`config.mk`:
```
export PLATFORM = sky130hd
export DESIGN_NAME = simplez_uart_tx
export DESIGN_NICKNAME = d
export VERILOG_FILES = /design/src/rtl/simplez_pkg.sv /design/src/rtl/simplez_baud_gen.sv /design/src/rtl/simplez_uart_tx.sv
export SDC_FILE = /design/constraint.sdc
export NUM_CORES = 1
export LEC_CHECK = 0
export CELL_PAD_IN_SITES_DETAIL_PLACEMENT = 2
export CELL_PAD_IN_SITES_GLOBAL_PLACEMENT = 2
export CORE_MARGIN = 2
export CORE_UTILIZATION = 32
export DETAILED_ROUTE_END_ITERATION = 8
export PLACE_DENSITY_LB_ADDON = 0.1
export SLEW_MARGIN = 0
export SYNTH_ARGS = -nofsm -noshare
export SYNTH_HDL_FRONTEND = slang
export SYNTH_SLANG_ARGS = --single-unit
```
`constraint.sdc`:
```
create_clock -name clk -period 2.8 [get_ports clk]
set_input_delay 0.42 -clock clk [delete_from_list [all_inputs] [get_ports clk]]
set_output_delay 0.42 -clock clk [all_outputs]
set_load 0.1 [all_outputs]
```
`src/rtl/simplez_pkg.sv`:
```
// Shared SIMPLEZ peripheral definitions: bus widths, address map, UART TX state encoding.
// The TX_PARITY state exists only when SIMPLEZ_UART_PARITY_EN is defined.
package simplez_pkg;

    localparam int DATAW_DEF = 12;
    localparam int ADDRW_DEF = 9;

    localparam logic [8:0] LEDS_ADDR      = 9'o100;
    localparam logic [8:0] UART_DATA_ADDR = 9'o101;
    localparam logic [8:0] UART_STAT_ADDR = 9'o102;

    localparam int STAT_READY = 0;
    localparam int STAT_OVR   = 1;

    typedef enum logic [2:0] {
        TX_IDLE   = 3'd0,
        TX_START  = 3'd1,
        TX_DATA   = 3'd2,
`ifdef SIMPLEZ_UART_PARITY_EN
        TX_PARITY = 3'd3,
`endif
        TX_STOP   = 3'd4
    } tx_state_e;

endpackage

```
`src/rtl/simplez_baud_gen.sv`:
```
// Bit-period divider: counts 0..CLK_DIV-1 while enabled, tick on the last count.
// Updates on the falling clock edge like the rest of the SIMPLEZ datapath.
module simplez_baud_gen #(
    parameter int CLK_DIV = 104
) (
    input  logic clk,
    input  logic rst,
    input  logic clr,
    input  logic en,
    output logic tick
);

    localparam int CW = (CLK_DIV > 1) ? $clog2(CLK_DIV) : 1;
    localparam logic [CW-1:0] LAST = CW'(CLK_DIV - 1);

    logic [CW-1:0] cnt_q;
    logic [CW-1:0] cnt_d;

    assign tick = en && (cnt_q == LAST);

    always_comb begin
        cnt_d = cnt_q;
        if (clr) begin
            cnt_d = '0;
        end else if (en) begin
            cnt_d = tick ? '0 : cnt_q + CW'(1);
        end
    end

    always_ff @(negedge clk or posedge rst) begin
        if (rst) begin
            cnt_q <= '0;
        end else begin
            cnt_q <= cnt_d;
        end
    end

endmodule

```
`src/rtl/simplez_uart_tx.sv`:
```
// SIMPLEZ memory-mapped UART transmitter: data register at BASE_ADDR, status at BASE_ADDR+1.
// Define SIMPLEZ_UART_PARITY_EN to append an even-parity bit (8E1 frame of 11 bit periods).
module simplez_uart_tx
    import simplez_pkg::*;
#(
    parameter int               DATAW     = DATAW_DEF,
    parameter int               ADDRW     = ADDRW_DEF,
    parameter logic [ADDRW-1:0] BASE_ADDR = UART_DATA_ADDR,
    parameter int               CLK_DIV   = 104
) (
    input  logic             clk,
    input  logic             rst,
    input  logic [ADDRW-1:0] addr,
    input  logic             wr,
    input  logic             rd,
    input  logic [DATAW-1:0] data_in,
    output logic [DATAW-1:0] data_out,
    output logic             tx,
    output logic             busy
);

    localparam logic [ADDRW-1:0] STAT_ADDR = BASE_ADDR + ADDRW'(1);

    tx_state_e  state_q, state_d;
    logic [2:0] bit_q, bit_d;
    logic [7:0] hold_q, hold_d;
    logic       tx_q, tx_d;
    logic       busy_q, busy_d;
    logic       ovr_q, ovr_d;

    logic       cs_data, cs_stat;
    logic       accept, ovr_set, ovr_clr;
    logic       tick;
    logic [2:0] bit_nx;
    logic       unused_data_hi;

    assign cs_data = (addr == BASE_ADDR);
    assign cs_stat = (addr == STAT_ADDR);

    // busy_q is the registered flag, so a write on the edge busy falls is still an overrun.
    assign accept  = wr && cs_data && !busy_q;
    assign ovr_set = wr && cs_data && busy_q;
    assign ovr_clr = rd && cs_stat;

    assign bit_nx         = bit_q + 3'd1;
    assign unused_data_hi = ^data_in[DATAW-1:8];

    simplez_baud_gen #(
        .CLK_DIV(CLK_DIV)
    ) u_baud (
        .clk (clk),
        .rst (rst),
        .clr (accept),
        .en  (state_q != TX_IDLE),
        .tick(tick)
    );

    always_comb begin
        data_out = '0;
        if (cs_data) begin
            data_out[7:0] = hold_q;
        end else if (cs_stat) begin
            data_out[STAT_READY] = ~busy_q;
            data_out[STAT_OVR]   = ovr_q;
        end
    end

    always_comb begin
        state_d = state_q;
        bit_d   = bit_q;
        hold_d  = hold_q;
        tx_d    = tx_q;
        busy_d  = busy_q;
        ovr_d   = ovr_q;

        // A set and a clear on the same edge leave the overrun flag set.
        if (ovr_set) begin
            ovr_d = 1'b1;
        end else if (ovr_clr) begin
            ovr_d = 1'b0;
        end

        case (state_q)
            TX_IDLE: begin
                if (accept) begin
                    state_d = TX_START;
                    hold_d  = data_in[7:0];
                    tx_d    = 1'b0;
                    busy_d  = 1'b1;
                    bit_d   = 3'd0;
                end
            end
            TX_START: begin
                if (tick) begin
                    state_d = TX_DATA;
                    bit_d   = 3'd0;
                    tx_d    = hold_q[0];
                end
            end
            TX_DATA: begin
                if (tick) begin
                    if (bit_q == 3'd7) begin
`ifdef SIMPLEZ_UART_PARITY_EN
                        state_d = TX_PARITY;
                        tx_d    = ^hold_q;
`else
                        state_d = TX_STOP;
                        tx_d    = 1'b1;
`endif
                    end else begin
                        bit_d = bit_nx;
                        tx_d  = hold_q[bit_nx];
                    end
                end
            end
`ifdef SIMPLEZ_UART_PARITY_EN
            TX_PARITY: begin
                if (tick) begin
                    state_d = TX_STOP;
                    tx_d    = 1'b1;
                end
            end
`endif
            TX_STOP: begin
                if (tick) begin
                    state_d = TX_IDLE;
                    tx_d    = 1'b1;
                    busy_d  = 1'b0;
                end
            end
            default: begin
                state_d = TX_IDLE;
                tx_d    = 1'b1;
                busy_d  = 1'b0;
            end
        endcase
    end

    always_ff @(negedge clk or posedge rst) begin
        if (rst) begin
            state_q <= TX_IDLE;
            bit_q   <= 3'd0;
            hold_q  <= 8'd0;
            tx_q    <= 1'b1;
            busy_q  <= 1'b0;
            ovr_q   <= 1'b0;
        end else begin
            state_q <= state_d;
            bit_q   <= bit_d;
            hold_q  <= hold_d;
            tx_q    <= tx_d;
            busy_q  <= busy_d;
            ovr_q   <= ovr_d;
        end
    end

    assign tx   = tx_q;
    assign busy = busy_q;

endmodule

```
==> results of run 1 <==
## cell usage in the layout (no fill, tap or decap), types with 2 or more instances in the layout
cell type / n
a21oi_1: 8
a21oi_2: 2
a21oi_4: 3
and2_4: 6
and3_1: 2
buf_12: 11
buf_2: 5
buf_4: 24
buf_6: 6
clkbuf_8: 4
clkdlybuf4s15_1: 3
clkdlybuf4s50_1: 10
conb_1: 4
dfrtn_1: 23
ha_1: 3
inv_1: 3
mux2_4: 11
mux2i_1: 3
nand2_1: 7
nand2_8: 2
nand2b_1: 2
nand3_1: 3
nand3b_1: 2
nand4_1: 2
nor2_1: 6
nor2_4: 4
nor2b_1: 4
nor3_1: 2
nor3b_1: 4
o21ai_0: 5
xor2_1: 3
## power by group
group          leakage, nW  total, mW  switching [mW]  internal [mW]
clock               0.0341      0.258           0.130          0.128
sequential           0.287      0.361         0.00715          0.353
combinational        0.737      0.101          0.0587         0.0421
## per-stage QoR
stage / hold WS [ns] / setup TNS [ns] / utilization, %
3_5_place_dp: 0.475 / -14.65 / 44.6
4_1_cts: 0.503 / -2.44 / 49.5
2_1_floorplan: 0.441 / -2.84 / -
5_1_grt: 0.517 / -3.39 / 51.1
3_3_place_gp: 0.471 / -13.71 / 44.6
6_report: 0.497 / -2.10 / 51.1
## state kept, by name, summed over array words and instances (netlist names)
signal	flops
hold_q	8
u_baud.cnt_q	7
bit_q	3
state_q	3
busy	1
ovr_q	1
tx	1
## kinds of logic after synthesis
family,count (synthesis)
AOI/OAI and AO/OA,28
and+or+nand+nor,59
xor gates and xnor gates,3
other,1
adders and majority gates,3
muxes,16
buffers and inverters,11
DFF,24
## per-layer routing
layer | vias up | track usage, %
li1 | 638 | -
met1 | 669 | 26.8
met2 | 29 | 38.2
met3 | 9 | 1.80
met4 | 0 | 6.58
met5 | - | 0
## final cells by class
| class | instances | area [um2] |
|---|---|---|
| Fill cell | 479 | 2280 |
| Multi-Input combinational cell | 114 | 1020 |
| Timing Repair Buffer | 59 | 623 |
| Sequential cell | 24 | 602 |
| Tap cell | 54 | 67.6 |
| Clock buffer | 4 | 55.1 |
| Inverter | 2 | 7.51 |
| Clock inverter | 1 | 3.75 |
## timing repair
| item | in CTS | in global routing |
|---|---|---|
| setup endpoints to repair | 32 | 32 |
| pin swaps | 12 | 10 |
| hold buffers | 0 | 0 |
| buffers inserted | 13 | 7 |
| gates resized for setup | 60 | 9 |
| gates cloned | 1 | 0 |
## worst paths after layout
path / end / slack (ns)
max: data_out[0] / -0.22
min: bit_q[2] / 0.50
max reg2reg: bit_q[1] / 0.76
min reg2reg: bit_q[2] / 0.50
max in group asynchronous: state_q[0] / 0.79
min in group asynchronous: hold_q[6] / 1.78
==> results_tabular.tex, run 1 <==
\begin{tabular}{lr}
\hline
Metric & Value \\
\hline
\multicolumn{2}{l}{\textbf{Synthesis}} \\
\quad Adder-Cell Fraction of Synth Area & 2.47\% \\
\quad Largest cells by area after synthesis & dfrtn\_1, mux2\_4, a21oi\_1, and2\_1, ha\_1 \\
\quad Register area share after synthesis & 39.6\% \\
\quad Count of cell types in the netlist & 49 \\
\quad Area of the mapped netlist & 0.00152 mm2 \\
\quad FF+latch count, synth & 24 \\
\quad Async set-reset flop share out of synthesis & 100\% \\
\quad Dominant register cell in the synthesized netlist & dfrtn\_1 \\
\quad Share of the synthesized area in compound gates (AO/OA/AOI/OAI) & 11.2\% \\
\quad Number of enable flip-flop cells after synthesis & 0 \\
\quad Fraction of synthesized cell area taken by the top area cell type & 37.8\% \\
\quad Simple-gate share of the synthesized area & 26.2\% \\
\quad Synth Warn \# & 0 \\
\quad Largest area contributor in the synthesized netlist & dfrtn\_1 \\
\quad Share of synthesized area spent on multiplexers & 14.3\% \\
\quad Mean post-synth cell area & 10.5 um2 \\
\quad Xor and xnor fraction of the mapped netlist area & 1.73\% \\
\quad Cell with the most instances after synthesis & dfrtn\_1 \\
\quad Leading post-synthesis cells by instance count & dfrtn\_1, a21oi\_1, nor2\_1, mux2\_4, nand2\_1 \\
\quad Largest family of logic cells by synthesized area & simple AND/OR/NAND/NOR gates \\
\quad Cell count after synthesis & 145 \\
\multicolumn{2}{l}{\textbf{STA}} \\
\quad Worst Tran Pin Value & 0.703 ns \\
\quad Hold violation total from the final report & 0 \\
\quad RSZ-0062 raised after global routing & yes \\
\quad Setup ws final & -0.220 ns \\
\quad Final-report setup violation count & 24 \\
\quad Slew Limit Fails & 0 \\
\quad Clk\_skew & 0.0626 ns \\
\quad Relative slew slack & 52.9\% \\
\multicolumn{2}{l}{\textbf{Outcome}} \\
\quad Outcome & finished, violations left \\
\quad Failing checks & setup timing \\
\multicolumn{2}{l}{\textbf{Place}} \\
\quad Number of instances in the placed design & 235 \\
\quad I/O Buffers & 30 \\
\quad Final HPWL from detailed placement & 3.43 mm \\
\quad Placer's final routability congestion estimate & 0.718 \\
\quad Setup slack at placement & -0.807 ns \\
\quad Instance area after placement & 0.00208 mm2 \\
\multicolumn{2}{l}{\textbf{Flow run}} \\
\quad Max capacitance violation total & 0 \\
\multicolumn{2}{l}{\textbf{Setup path}} \\
\quad Crit end category & output port \\
\quad Worst r2r path cells & 6 \\
\quad Worst Setup Path Type & register to output port \\
\quad Critical path data required time & 2.38 ns \\
\quad Crit path launch & busy \\
\quad Top Family by Delay on Critical Path & flip-flops \\
\quad Maximum cell stage delay along the critical path & 0.37 ns \\
\quad Worst path cell trace & nor3b\_2, a21oi\_2, nor2\_4, buf\_12 \\
\quad CP arrival & 2.60 ns \\
\quad Count of buffering cells on the critical path with inverters included & 1 \\
\quad Startpoint type of the worst setup path & register \\
\quad Library cell contributing the largest single delay on the critical path & dfrtn\_1 \\
\quad Crit Reg-Reg Startpoint & bit\_q[0] \\
\quad Critical path depth & 4 \\
\quad Crit-path max FO & 2 \\
\multicolumn{2}{l}{\textbf{Worst hold path}} \\
\quad Worst hold path startpoint & bit\_q[2] \\
\quad Min-Delay Path Class & register to register \\
\quad Hold path depth & 1 \\
\multicolumn{2}{l}{\textbf{Routing}} \\
\quad Final antenna-violating net count & 0 \\
\quad Total vias in the final route & 1,345 \\
\quad WL/cell & 20.4 um \\
\quad Highest metal used & met4 \\
\quad Final routed wirelength across all metal layers & 5.27 mm \\
\quad Detail Route met3 WL & 111 um \\
\quad Detailed-routing iteration count for the pre-antenna-repair pass & 3 \\
\quad Via density & 5.21 \\
\quad Count of unresolved DRC violations after routing & 0 \\
\quad Met2 wire length & 2.83 mm \\
\quad Starting DRT DRC Count & 39 \\
\quad Sum of routed wire segments on met1 & 2.20 mm \\
\multicolumn{2}{l}{\textbf{Clock network}} \\
\quad Clock root buffer & clkbuf\_8 \\
\quad Buffer depth of the longest clock path & 2 \\
\quad CTS tree & done \\
\quad Clock latency of the later-clocked register in the worst-skew pair & 0.34 ns \\
\quad Number of H-tree branching levels & 1 \\
\quad Clk sink count & 24 \\
\quad Number of CTS-inserted buffers & 3 \\
\quad Clock transition time at the flip-flop clock pins of the worst setup and hold paths & 0.06 ns \\
\multicolumn{2}{l}{\textbf{Cells and area}} \\
\quad Diode count & 0 \\
\quad Final Non-Filler Cells & 258 \\
\quad Layout overhead on the synthesized area & 56.5\% \\
\quad Number of nets in the layout & 233 \\
\quad Area of all placed cells without fillers & 0.00238 mm2 \\
\quad Ratio of cells with drive above 1 in the final layout & 47.1\% \\
\multicolumn{2}{l}{\textbf{Die}} \\
\quad Ports placed on the boundary & 39 \\
\quad Core Area & 0.00466 mm2 \\
\quad Die Outline Area & 0.00532 mm2 \\
\quad Vertical die dimension & 73.0 um \\
\quad Die outline width & 73.0 um \\
\quad Effective utilization at floorplan & 32.6\% \\
\quad Count of standard-cell rows & 25 \\
\multicolumn{2}{l}{\textbf{Pwr}} \\
\quad Cell Pwr Density & 302 mW/mm2 \\
\quad Peak ir drop on the vdd network & 161 uV \\
\quad Total chip power & 0.719 mW \\
\quad Static Leakage & 1.06 nW \\
\multicolumn{2}{l}{\textbf{Global routing}} \\
\quad Remaining global-route overflow & 0 \\
\quad Via count of the first global-routing pass & 1,540 \\
\quad Antenna violations before repair & 0 \\
\quad Global router's overall resource usage & 21.2\% \\
\quad Wire length of the first global-routing pass & 8.44 mm \\
\quad Maximum number of pins on one net before global-route repair & 15 \\
\hline
\end{tabular}
Power figures use the tool's default switching activity.
==> inputs of run 2 (changes only) <==
--- a/config.mk
+++ b/config.mk
@@ -5,10 +5,12 @@
 export SDC_FILE = /design/constraint.sdc
 export NUM_CORES = 1
 export LEC_CHECK = 0
+export ABC_AREA = 1
 export CELL_PAD_IN_SITES_DETAIL_PLACEMENT = 2
 export CELL_PAD_IN_SITES_GLOBAL_PLACEMENT = 2
 export CORE_MARGIN = 2
-export CORE_UTILIZATION = 32
+export CORE_UTILIZATION = 30
+export CTS_BUF_LIST = sky130_fd_sc_hd__clkbuf_4 sky130_fd_sc_hd__clkbuf_8
 export DETAILED_ROUTE_END_ITERATION = 8
 export PLACE_DENSITY_LB_ADDON = 0.1
 export SLEW_MARGIN = 0
==> run 2 against run 1 <==
Effect of this change:
- the run still ends with setup timing left
- global-route usage is 0.84 points higher
- worst setup slack better by 0.058 ns
- non-clock buffer count grew 4
- highest routed layer unchanged
- flip-flop and latch count is the same
- clock-buffer cell count fell by 1
- largest power group is now combinational logic
- sequential share of layout area is 1.7 points lower
- sequential power is 50% higher
- power up 100%
- via count is 27% higher
- largest cell class unchanged
==> results_tabular.tex, run 2 <==
\begin{tabular}{lr}
\hline
Metric & Value \\
\hline
\multicolumn{2}{l}{\textbf{Outcome}} \\
\quad Outcome & finished, violations left \\
\quad Failing checks & setup timing \\
\multicolumn{2}{l}{\textbf{Synthesis}} \\
\quad Cell count after synthesis & 220 \\
\quad Mean post-synth cell area & 7.27 um2 \\
\quad Simple-gate share of the synthesized area & 37.5\% \\
\quad Largest cells by area after synthesis & dfrtn\_1, nand2\_1, inv\_1, nand3\_1, nor2\_1 \\
\quad Share of synthesized area spent on multiplexers & 0\% \\
\quad Leading post-synthesis cells by instance count & nand2\_1, inv\_1, nand3\_1, dfrtn\_1, nor2\_1 \\
\quad Adder-Cell Fraction of Synth Area & 2.35\% \\
\quad FF+latch count, synth & 24 \\
\quad Dominant register cell in the synthesized netlist & dfrtn\_1 \\
\quad Largest family of logic cells by synthesized area & simple AND/OR/NAND/NOR gates \\
\quad Fraction of synthesized cell area taken by the top area cell type & 36.0\% \\
\quad Synth Warn \# & 0 \\
\quad Count of cell types in the netlist & 29 \\
\quad Async set-reset flop share out of synthesis & 100\% \\
\quad Register area share after synthesis & 37.6\% \\
\quad Largest area contributor in the synthesized netlist & dfrtn\_1 \\
\quad Share of the synthesized area in compound gates (AO/OA/AOI/OAI) & 7.28\% \\
\quad Xor and xnor fraction of the mapped netlist area & 1.64\% \\
\quad Area of the mapped netlist & 0.00160 mm2 \\
\quad Cell with the most instances after synthesis & nand2\_1 \\
\quad Number of enable flip-flop cells after synthesis & 0 \\
\multicolumn{2}{l}{\textbf{Place}} \\
\quad Setup slack at placement & -0.532 ns \\
\quad Placer's final routability congestion estimate & 0.777 \\
\quad Final HPWL from detailed placement & 3.75 mm \\
\quad I/O Buffers & 30 \\
\quad Number of instances in the placed design & 333 \\
\multicolumn{2}{l}{\textbf{Die}} \\
\quad Effective utilization at floorplan & 31.1\% \\
\quad Core Area & 0.00514 mm2 \\
\quad Die outline width & 77.0 um \\
\quad Die Outline Area & 0.00593 mm2 \\
\quad Vertical die dimension & 77.0 um \\
\quad Ports placed on the boundary & 39 \\
\quad Count of standard-cell rows & 26 \\
\multicolumn{2}{l}{\textbf{Cells and area}} \\
\quad Final core utilization & 49.7\% \\
\quad Largest registers ranked by flip-flop count & hold\_q x8, u\_baud.cnt\_q x7 \\
\quad Ratio of cells with drive above 1 in the final layout & 39.3\% \\
\quad Most flop-heavy register & hold\_q \\
\quad Commonest non-fill, non-tap cell in the layout & nand2\_1 \\
\quad Final Non-Filler Cells & 355 \\
\quad Layout overhead on the synthesized area & 59.9\% \\
\quad Number of nets in the layout & 314 \\
\quad Leading cell types in the layout, fill and taps excluded & nand2\_1, buf\_4, inv\_1 \\
\quad Flip-flop count of the largest register after layout & 8 \\
\quad Diode count & 0 \\
\quad Count of fill cells added during filler insertion & 592 \\
\multicolumn{2}{l}{\textbf{Routing}} \\
\quad WL/cell & 17.1 um \\
\quad Starting DRT DRC Count & 62 \\
\quad Total vias in the final route & 1,703 \\
\quad Final routed wirelength across all metal layers & 6.06 mm \\
\quad Count of unresolved DRC violations after routing & 0 \\
\quad Detailed-routing iteration count for the pre-antenna-repair pass & 4 \\
\quad Final antenna-violating net count & 0 \\
\quad Via density & 4.80 \\
\multicolumn{2}{l}{\textbf{Global routing}} \\
\quad Global router's overall resource usage & 22.0\% \\
\quad Via count of the first global-routing pass & 1,987 \\
\quad Remaining global-route overflow & 0 \\
\quad Wire length of the first global-routing pass & 10.2 mm \\
\quad Antenna violations before repair & 0 \\
\quad Maximum number of pins on one net before global-route repair & 25 \\
\multicolumn{2}{l}{\textbf{Clock network}} \\
\quad Clk sink count & 24 \\
\quad CTS tree & done \\
\quad Clock root buffer & clkbuf\_8 \\
\quad Clock transition time at the flip-flop clock pins of the worst setup and hold paths & 0.07 ns \\
\quad Clock latency of the later-clocked register in the worst-skew pair & 0.35 ns \\
\quad Number of CTS-inserted buffers & 3 \\
\quad Number of H-tree branching levels & 1 \\
\quad Buffer depth of the longest clock path & 2 \\
\quad Post-CTS Hold Fix Bufs & 0 \\
\multicolumn{2}{l}{\textbf{STA}} \\
\quad Setup TNS Final & -0.821 ns \\
\quad Setup ws final & -0.162 ns \\
\quad Slew Limit Fails & 0 \\
\quad Clk\_skew & 0.0643 ns \\
\quad Hold violation total from the final report & 0 \\
\quad Final-report setup violation count & 10 \\
\quad Post-Route Hold Slack & 0.471 ns \\
\quad RSZ-0062 raised after global routing & yes \\
\multicolumn{2}{l}{\textbf{Setup path}} \\
\quad Critical path data required time & 2.38 ns \\
\quad CP arrival & 2.54 ns \\
\quad Crit-path max FO & 3 \\
\quad Crit end category & output port \\
\quad Worst Setup Path Type & register to output port \\
\quad Startpoint type of the worst setup path & register \\
\multicolumn{2}{l}{\textbf{Worst hold path}} \\
\quad Min-Delay Path Class & register to register \\
\multicolumn{2}{l}{\textbf{Pwr}} \\
\quad Static Leakage & 1.25 nW \\
\quad Cell Pwr Density & 576 mW/mm2 \\
\quad Peak ir drop on the vdd network & 405 uV \\
\multicolumn{2}{l}{\textbf{Flow run}} \\
\quad Max capacitance violation total & 0 \\
\hline
\end{tabular}
run 2: power by group:
| part | switching [mW] | internal [mW] | total, mW |
|---|---|---|---|
| Clock | 0.139 | 0.194 | 0.333 |
| Combinational | 0.371 | 0.227 | 0.598 |
| Sequential | 0.106 | 0.436 | 0.542 |
run 2: what timing repair did:
item                                    in CTS  in global routing
gates resized for setup                     48                 22
endpoints found under the hold margin        0                  0
pin swaps                                   22                 15
cloned                                       1                  0
buffers inserted                            15                  2
endpoints found under the setup margin      32                 25
run 2: worst paths after layout:
check / end / cells past startpoint / slack, ns / startpoint
min in group asynchronous: busy / 3 / 1.74 / rst
min: bit_q[1] / 2 / 0.47 / bit_q[1]
max: data_out[0] / 2 / -0.16 / busy
max reg2reg: state_q[2] / 9 / 0.91 / u_baud.cnt_q[0]
min reg2reg: bit_q[1] / 2 / 0.47 / bit_q[1]
max in group asynchronous: tx / 3 / 0.76 / rst
run 2: logic make-up after synthesis:
logic type | count (synthesis)
simple gates | 122
other cells | 1
fa+ha+maj | 3
compound gates | 20
buf+inv | 47
flops | 24
xor+xnor | 3
run 2: final cells by class:
| type | count | area [um2] | area share (%) |
|---|---|---|---|
| inverter | 40 | 150 | 5.87 |
| sequential | 24 | 602 | 23.5 |
| clock inverter | 2 | 33.8 | 1.32 |
| multi-input combinational | 153 | 987 | 38.6 |
| timing repair buffer | 63 | 654 | 25.6 |
| tap | 70 | 87.6 | 3.43 |
| clock buffer | 3 | 41.3 | 1.62 |
run 2: metrics by stage:
stage               power [mW]  area (um2)
CTS                       1.45        2500
global route              1.57        2560
finish                    1.47        2560
detailed placement        1.09        2260
floorplan                0.916        1680
global placement          1.07        2260
run 2: worst max-delay path, stage by stage, from the launching register on:
cell     delay, ns
dfrtn_1       0.44
o22ai_4       0.21
buf_12        0.20
run 2: metal layers:
layer  part of all wire (%)  GRT usage [%]  vias up
met5                      0              0        -
met1                     41           24.0      861
met2                     55           43.2       25
met3                    2.0           3.53       12
met4                    2.3           6.61        0
li1                       -              -      805
